$ cat config.mk
export PLATFORM = sky130hd
export DESIGN_NAME = sat_counter
export DESIGN_NICKNAME = d
export VERILOG_FILES = /design/src/rtl/sat_counter.sv
export SDC_FILE = /design/constraint.sdc
export NUM_CORES = 1
export LEC_CHECK = 0
export CAP_MARGIN = 20
export CORE_MARGIN = 10
export CORE_UTILIZATION = 40
export CTS_CLUSTER_SIZE = 25
export DETAILED_ROUTE_END_ITERATION = 7
export MAX_ROUTING_LAYER = met4
export PLACE_DENSITY = 0.75
export RECOVER_POWER = 50
export SLEW_MARGIN = 25
export SYNTH_ARGS = -nofsm -noshare
export SYNTH_HDL_FRONTEND = slang
export SYNTH_SLANG_ARGS = --single-unit
$ cat constraint.sdc
create_clock -name clk -period 2.4 [get_ports clk]
set_input_delay 0.48 -clock clk [delete_from_list [all_inputs] [get_ports clk]]
set_output_delay 0.48 -clock clk [all_outputs]
set_load 0.01 [all_outputs]
$ cat src/rtl/sat_counter.sv
// Up-counter with synchronous clear that holds at all-ones instead of wrapping.
module sat_counter #(
  parameter int CNT_W = 32
) (
  input  logic             clk,
  input  logic             rst,
  input  logic             clr,
  input  logic             inc,
  output logic [CNT_W-1:0] count
);

  always_ff @(posedge clk) begin
    if (rst) begin
      count <= '0;
    end else if (clr) begin
      count <= '0;
    end else if (inc && (count != {CNT_W{1'b1}})) begin
      count <= count + CNT_W'(1);
    end
  end

endmodule

==> metrics.md <==
| Metric | Value |
|---|---|
| Clock Latency Late Sink | 0.29 ns |
| DR top layer | met4 |
| Postcts setup bufs | 0 |
| DR WL met3 | 261 µm |
| Dpl ws | -0.0923 ns |
| CP delay by family, top | simple AND/OR/NAND/NOR gates |
| Worst-path clk slew | 0.07 ns |
| Period utilisation layout | 94.4% |
| WL met1 | 2050 µm |
| Distinct cells, synth | 37 |
| Crit-path slowest cell | or4_1 |
| Dpl hpwl | between 3000 and 4000 µm |
| Cts bufs inserted | 5 |
| Clock skew | 0.00482 ns |
| Worst hold path class | reg2reg |
| Root Driver | clkbuf_8 |
| Cell Rows | 23 |
| Drt initial violations | 118 |
| Seq pwr share | 53.3% |
| Synth top area cells | dfxtp_1 40%, or3_1 5.8%, a21oi_1 4.6%, nand2_1 4.2%, nand3_1 3.7% |
| Final #Nets | 255 |
| Via-to-Cell Ratio | 5.63 |
| Max cap viols | 0 |
| Crit start category | register |
| Max-slew violations | 0 |
| DR WL/cell | 14.4 µm |
| Register bit count reported by yosys | 32 |
| Global-route wire length before repair | 7300 µm |
| Vias in the first global route | 1564 |
| Share of cells above drive strength 1 | 13.1% |
| Worst path max stage delay | 0.70 ns |
| Worst setup EP type | register |
| Post-Syn Area per Cell | a little over 8 µm² |
| Power share of the combinational group | 3.7% |
| Vias | about 1700 |
| Total die area | between 6000 and 7000 µm² |
| Die Width | 83.6 µm |
| Synth area leader | dfxtp_1 |
| Crit Path Class | reg2reg |
| Post-Syn Area | 1620 µm² |
| Sw Share | approximately 22% |
| Status | finished, final reports clean |
| WP data required | 2.57 ns |
| CP max FO | 11 |
| Gpl congestion | between 0.8 and 0.9 |
| Worst-margin pin slew | 0.535 ns |
| Routed Antenna Nets | 0 |
| Peak supply drop | around 280 µV |
| Total wire length | between 4000 and 5000 µm |
| Met2 Routed Length | 1940 µm |
| Largest net degree at the start of global routing | 16 |
| Commonest non-fill, non-tap cell in the layout | dfxtp_1 |
| RSZ-0062 raised after global routing | false |
| Register bank with the most flops | count |
| Sequential share of the synthesized area | approximately two fifths |
| Placed Cells | 293 |
| Share of the synthesized area in the top cell type | 39.5% |
| Clk buf depth | 2 |
| Initial antenna violation count | 0 |
| Io pins | 36 |
| Leading cell types in the layout, fill and taps excluded | 32 x dfxtp_1, 31 x dlygate4sd3_1, 19 x buf_4 |
| Largest register FFs | 32 |
| Clock tree from TritonCTS | built |
| Net Sw Power | 223 µW |
| Final Non-Filler Cells | 301 |
| Crit path cell chain | nand4_1 -> or4_1 -> o311ai_1 -> buf_4 -> or3_1 -> a21oi_1 |
| 1st-pass router iterations | 4 |
| GR Overflow Total | 0 |
| Worst path bufs/invs | 1 |
| Core area | 3970 µm² |
| Gr usage total | 12.6% |
| P_leak | between 0.0008 and 0.0009 µW |
| CTS sink cnt | 32 |
| Die H | 83.6 µm |
| Power per cell area | 448 nW/µm² |
| Synthesized Nets | 203 |
| Largest registers | count x32 |
| Max Freq | 441 MHz |
| Endpoints failing hold | 0 |
| Ant diodes | 0 |
| Synth-to-Final Area Change | 37.6% |
| Internal power | 776 µW |
| Initial Utilization | 40.8% |
| Number of gates resized after cts | 0 |
| Hold_buf cts | 0 |
| Port Buffers | 35 |
| Syn Inst Count | a little under 200 |
| Yosys warning total | 0 |
| Setup violations, final | 0 |
| H-tree depth | 2 |
| WP data arrival | 2.43 ns |
| Slew margin rel. | 64.0% |
| Final worst slack | 0.135 ns |
| Period minus WS final | 2.27 ns |
| Clock share of power | a little over two fifths |
| Remaining DRCs | 0 |
[synth_stat cells, drive strengths merged]
cell type,count
a211oi,2
a21oi,15
a31oi,4
a41o,3
and3,2
and4,1
buf,4
clkbuf,5
dfxtp,32
ha,1
inv,4
nand2,18
nand3,12
nand4,10
nor2,16
nor3,4
nor4,4
o2111ai,1
o211ai,3
o21a,1
o21ai,16
o311a,1
o311ai,3
o31a,1
o31ai,3
o41ai,1
or2,1
or3,16
or4,6
or4b,1
xnor2,5
xor2,2
[cell type report]
class	count	area, µm²
Fill cell	382	1740
Multi-Input combinational cell	153	926
Sequential cell	32	641
Timing Repair Buffer	54	493
Clock buffer	6	82.6
Tap cell	50	62.6
Inverter	4	15.0
Clock inverter	2	10.0
[cells by family after synthesis]
kind of cell	Yosys count	share of synthesized area (%)
and+or+nand+nor	91	31.2
adders and majority gates	1	0.772
buffers and inverters	13	3.32
xor gates and xnor gates	7	3.78
DFF	32	39.5
AOI/OAI and AO/OA	54	21.4
[metrics by stage]
| stage | hold WS [ns] | cell area (µm²) | utilization, % | TNS (ns) | total power [µW] |
|---|---|---|---|---|---|
| after floorplan | 0.514 | 1620 | - | 0 | 561 |
| after global routing | 0.555 | 2230 | 56.1 | 0 | 1040 |
| after detailed placement | 0.502 | 2140 | 53.8 | -0.169 | 582 |
| after CTS | 0.513 | 2230 | 56.1 | 0 | 1010 |
| final | 0.509 | 2230 | 56.1 | 0 | 999 |
| after global placement | 0.487 | 2140 | 53.8 | -0.0981 | 582 |
[path summary, 6_finish.rpt]
kind / startpoint / end / slack (ns) / depth (start not counted)
max: count[11]$_SDFFE_PP0P_ / count[31]$_SDFFE_PP0P_ / 0.13 / 6
max reg2reg: count[11]$_SDFFE_PP0P_ / count[31]$_SDFFE_PP0P_ / 0.13 / 6
min: count[31]$_SDFFE_PP0P_ / count[31]$_SDFFE_PP0P_ / 0.51 / 2
min reg2reg: count[31]$_SDFFE_PP0P_ / count[31]$_SDFFE_PP0P_ / 0.51 / 2
[tightest hold or removal path: stages, from the launching register on]
cell     delay (ns)
dfxtp_1        0.33
o21ai_0        0.07
a21oi_1        0.06
[power groups by stage]
stage / Sequential, µW / Clock, µW / Combinational (µW)
final: 533 / 429 / 37.3
after global routing: 532 / 462 / 41.0
after CTS: 533 / 438 / 37.8
after detailed placement: 545 / 0 / 37.2
after global placement: 545 / 0 / 37.1
after floorplan: 546 / 0 / 15.4
[metal layers]
layer / global-route usage (%) / vias to the layer above
met5: - / -
met4: 5.18 / 0
met3: 3.91 / 8
met2: 19.2 / 53
met1: 15.1 / 770
li1: - / 865
Note: power is estimated with default switching activity, not from simulation.
==> patch 1 (same flow settings) <==
Change the parameter `CNT_W` from 32 to 40.
--- a/src/rtl/sat_counter.sv
+++ b/src/rtl/sat_counter.sv
@@ -2,3 +2,3 @@
 module sat_counter #(
-  parameter int CNT_W = 32
+  parameter int CNT_W = 40
 ) (
Ports: changed (resized count); port bits go from 36 to 44. No check against the original RTL was run, so the function may have changed too.
==> patch 1 against the original RTL <==
  * Wire length increased by 45%
  * Synthesized area increased by 34%
  * Worst setup slack better by 0.034 ns
  * Power increased by 19%
  * Die area grew 25%
  * Cell area increased by 31%
  * Via count rose by 37%
  * Sequential cell count rose by 8
  * Largest cell class unchanged
==> patch 1: results (changes against the original RTL) <==
| Metric | Value |
|---|---|
| Synthesized net count | 263 (+30%) |
| Multiplexer share of the synthesized area | 0.925% (+0.93 points) |
| Seq/Total Area, Yosys | 37.0% (-2.5 points) |
| Setup slack at placement | -0.0516 ns (+0.0408 ns) |
| Leakage power figure | 1.00 nW (+20%) |
| CP Max Fanout | 22 (+11) |
| Area share of fa/ha/maj cells after synthesis | 0.578% (-0.19 points) |
| Global-route wire length before repair | 10.3 mm (+41%) |
| Via count of the first global-routing pass | 2152 (+38%) |
| Critical Path End | count[29] |
| Outcome | finished clean |
| Largest cells by area after synthesis | dfxtp_1 37%, a21oi_1 7.4%, o31ai_1 5.9% |
| Worst setup path startpoint | count[5] |
| Placer Congestion | 0.812 (-5.5%) |
| Share of final-layout standard cells stronger than drive strength 1 | 15.2% (+2.1 points) |
| Detailed-route via count | 2316 (+37%) |
| Number of nets in the final layout | 327 (+28%) |
| Pin count of the biggest net entering global routing | 31 (+15) |
| Xor/xnor share of the synthesized area | 0.405% (-3.4 points) |
| Data arrival time at the worst-slack endpoint | 2.46 ns (+0.03 ns) |
| Longest individual stage delay on the worst path | 0.52 ns (-0.18 ns) |
| Synth cell types | 38 (+2.7%) |
| Most common library cells after synthesis | 40 x dfxtp_1, 32 x a21oi_1, 23 x nand2_1 |
| Total instance count after detailed placement | 385 (+31%) |
| Slack of the worst reg-to-reg path | 0.17 ns (+0.03 ns) |
| HPWL after DPL | 4.48 mm (+38%) |
| Registers with the highest flip-flop counts | count: 40 flops |
| Average detailed-routed wire length per instance | 16.0 µm (+12%) |
| Drt first-iter violations | 159 (+35%) |
| Per-cell via count in the routed design | 5.91 (+4.9%) |
| Number of port buffers | 43 (+23%) |
| VDD IR max | 0.000258 V (-8.0%) |
| Overall fraction of global-route tracks in use | 14.5% (+1.9 points) |
| Achievable clock frequency | 448 MHz (+1.5%) |
patch 1: cell families after synthesis:
family / Yosys count
DFF: 40
AOI/OAI and AO/OA: 75
and+or+nand+nor: 123
muxes: 2
adders and majority gates: 1
xor gates and xnor gates: 1
buffers and inverters: 16
patch 1: per-stage QoR:
step | area, µm² | hold slack (ns)
after global routing | 2910 | 0.537
after CTS | 2910 | 0.513
final | 2910 | 0.506
after floorplan | 2160 | 0.508
after global placement | 2820 | 0.488
after detailed placement | 2820 | 0.502
patch 1: cell type report:
cell class | instances | area share (%)
inverter | 2 | 0.258
tap | 70 | 3.01
sequential | 40 | 27.5
clock buffer | 7 | 3.31
timing repair buffer | 71 | 22.4
multi-input combinational | 202 | 43.5
patch 1: metal layers:
metal  wire (µm)  vias up  GRT usage (%)
li1            -     1139              -
met1        2860     1116           17.1
met2        3050       54           23.7
met3         296        7           3.76
met4          74        0           4.43
met5           0        -              -
patch 1: worst min-delay path by stage:
stage	start	slack, ns	cells after the start	to
floorplan	count[31]	0.51	2	count[31]
global placement	count[31]	0.49	2	count[31]
detailed placement	count[34]	0.50	2	count[34]
CTS	count[34]	0.51	2	count[34]
global route	count[34]	0.54	2	count[34]
finish	count[34]	0.51	2	count[34]
patch 1: where the power goes:
| group | switching (mW) | internal, mW | leakage [nW] |
|---|---|---|---|
| clock | 0.233 | 0.256 | 0.0503 |
| sequential | 0.000557 | 0.664 | 0.322 |
| combinational | 0.0224 | 0.0171 | 0.628 |
| total | 0.256 | 0.937 | 1.00 |
patch 1: tightest hold or removal path, delay by kind of cell, from the launching register on:
kind | cells | cell delay [ns]
flip-flops | 1 | 0.34
AO/OA/AOI/OAI | 2 | 0.13
==> patch 2 (config.mk and constraints unchanged) <==
Without the edit above. Reset style: asynchronous (`rst`), changed in one clocked block.
--- a/src/rtl/sat_counter.sv
+++ b/src/rtl/sat_counter.sv
@@ -11,3 +11,3 @@
 
-  always_ff @(posedge clk) begin
+  always_ff @(posedge clk or posedge rst) begin
     if (rst) begin
Check against the original RTL: differs if rst is asserted again (counterexample within 4 cycles, from zero or initial values and one cycle with rst high); with rst held inactive, the same outputs for 10 cycles.
==> patch 2 against the original RTL <==
  * Sequential cell count unchanged
  * Fmax about the same
  * Die area up 5.6%
  * Clock power down 8.4%
  * Sequential power up 2%
  * Cell area up 4.9%
  * Synthesized area up 7.4%
  * Core utilization up 0.71 points
  * Cell count down 3.3%
  * Combinational power up 40%
  * Power down 0.73%
  * Worst setup slack worse by 0.0016 ns
  * Sequential share of layout area up 5.5 points
  * Wire length up 5.8%
  * Critical endpoint is now count[26]
  * Largest cell class unchanged
==> patch 2: results (changes against the original RTL) <==
| Metric | Value |
|---|---|
| Outcome | finished clean |
| Longest individual stage delay on the worst path | 0.49 ns (-0.21 ns) |
| Synth cell types | 33 (-11%) |
| CP Max Fanout | 14 (+3) |
| Met3 routed wirelength | 260 µm (-0.38%) |
| Mean Syn Cell Area | 9.36 µm² (+14%) |
| Synthesized net count | 191 (-5.9%) |
| Met2 routed wirelength | 2.16 mm (+11%) |
| Placer Congestion | 0.781 (-9.2%) |
| Per-cell via count in the routed design | 5.86 (+3.9%) |
| Setup slack at placement | -0.0273 ns (+0.0651 ns) |
| Fin Clk Skew | 0.00537 ns (+0.000549 ns) |
| Total instance count after detailed placement | 284 (-3.1%) |
| Multiplexer share of the synthesized area | 0.575% (+0.58 points) |
| Power consumed by combinational cells | 0.0524 mW (+40%) |
| Synth Flop Type | dfrtp_1 |
| Overall fraction of global-route tracks in use | 13.3% (+0.68 points) |
| Most common library cells after synthesis | 32 x dfrtp_1, 27 x a21oi_1, 15 x o31ai_1 |
| Leakage power figure | 0.940 nW (+13%) |
| Global-route wire length before repair | 8.01 mm (+9.7%) |
| Drt first-iter violations | 125 (+5.9%) |
| Layout Cells excl Fill | 291 (-3.3%) |
| Data arrival time at the worst-slack endpoint | 2.48 ns (+0.05 ns) |
| Met1 track utilization from global routing | 15.8% (+0.66 points) |
| Detailed-routing wirelength on met1 | 2.09 mm (+1.9%) |
| Largest cells by area after synthesis | dfrtp_1 46%, a21oi_1 7.8%, o31ai_1 6.5% |
| Placed cell area | 0.00226 mm² (+6.0%) |
| Net switching component of the power | 0.231 mW (+3.9%) |
| Pin count of the biggest net entering global routing | 33 (+17) |
| HPWL after DPL | 3.20 mm (-1.5%) |
| Share of final-layout standard cells stronger than drive strength 1 | 12.4% (-0.70 points) |
| Share of the synthesized area in compound gates (AO/OA/AOI/OAI) | 21.8% (+0.39 points) |
## patch 2: changes by cell type after synthesis, moves of 5 or more
cell and delta:
o31ai_1 +12, a21oi_1 +12, or4_1 +10, nor2_1 -10
dfrtp_1 +32, nand2_1 -7, o21ai_1 -5, dfxtp_1 -32
## patch 2: final cells by class
cell class	count	area, µm²
clock inverter	1	5.00
timing repair buffer	54	490
multi-input combinational	140	878
tap	50	62.6
inverter	8	30.0
clock buffer	6	72.6
sequential	32	801
fill	373	1780
## patch 2: path summary, 6_finish.rpt
| path | from | end | slack (ns) | cells past startpoint |
|---|---|---|---|---|
| hold / removal | count[31] | count[31] | 0.57 | 2 |
| max in group asynchronous | rst | count[14] | 1.01 | 3 |
| hold reg to reg | count[31] | count[31] | 0.57 | 2 |
| setup / recovery | count[1] | count[26] | 0.13 | 6 |
| min in group asynchronous | rst | count[4] | 0.88 | 3 |
| setup reg to reg | count[1] | count[26] | 0.13 | 6 |
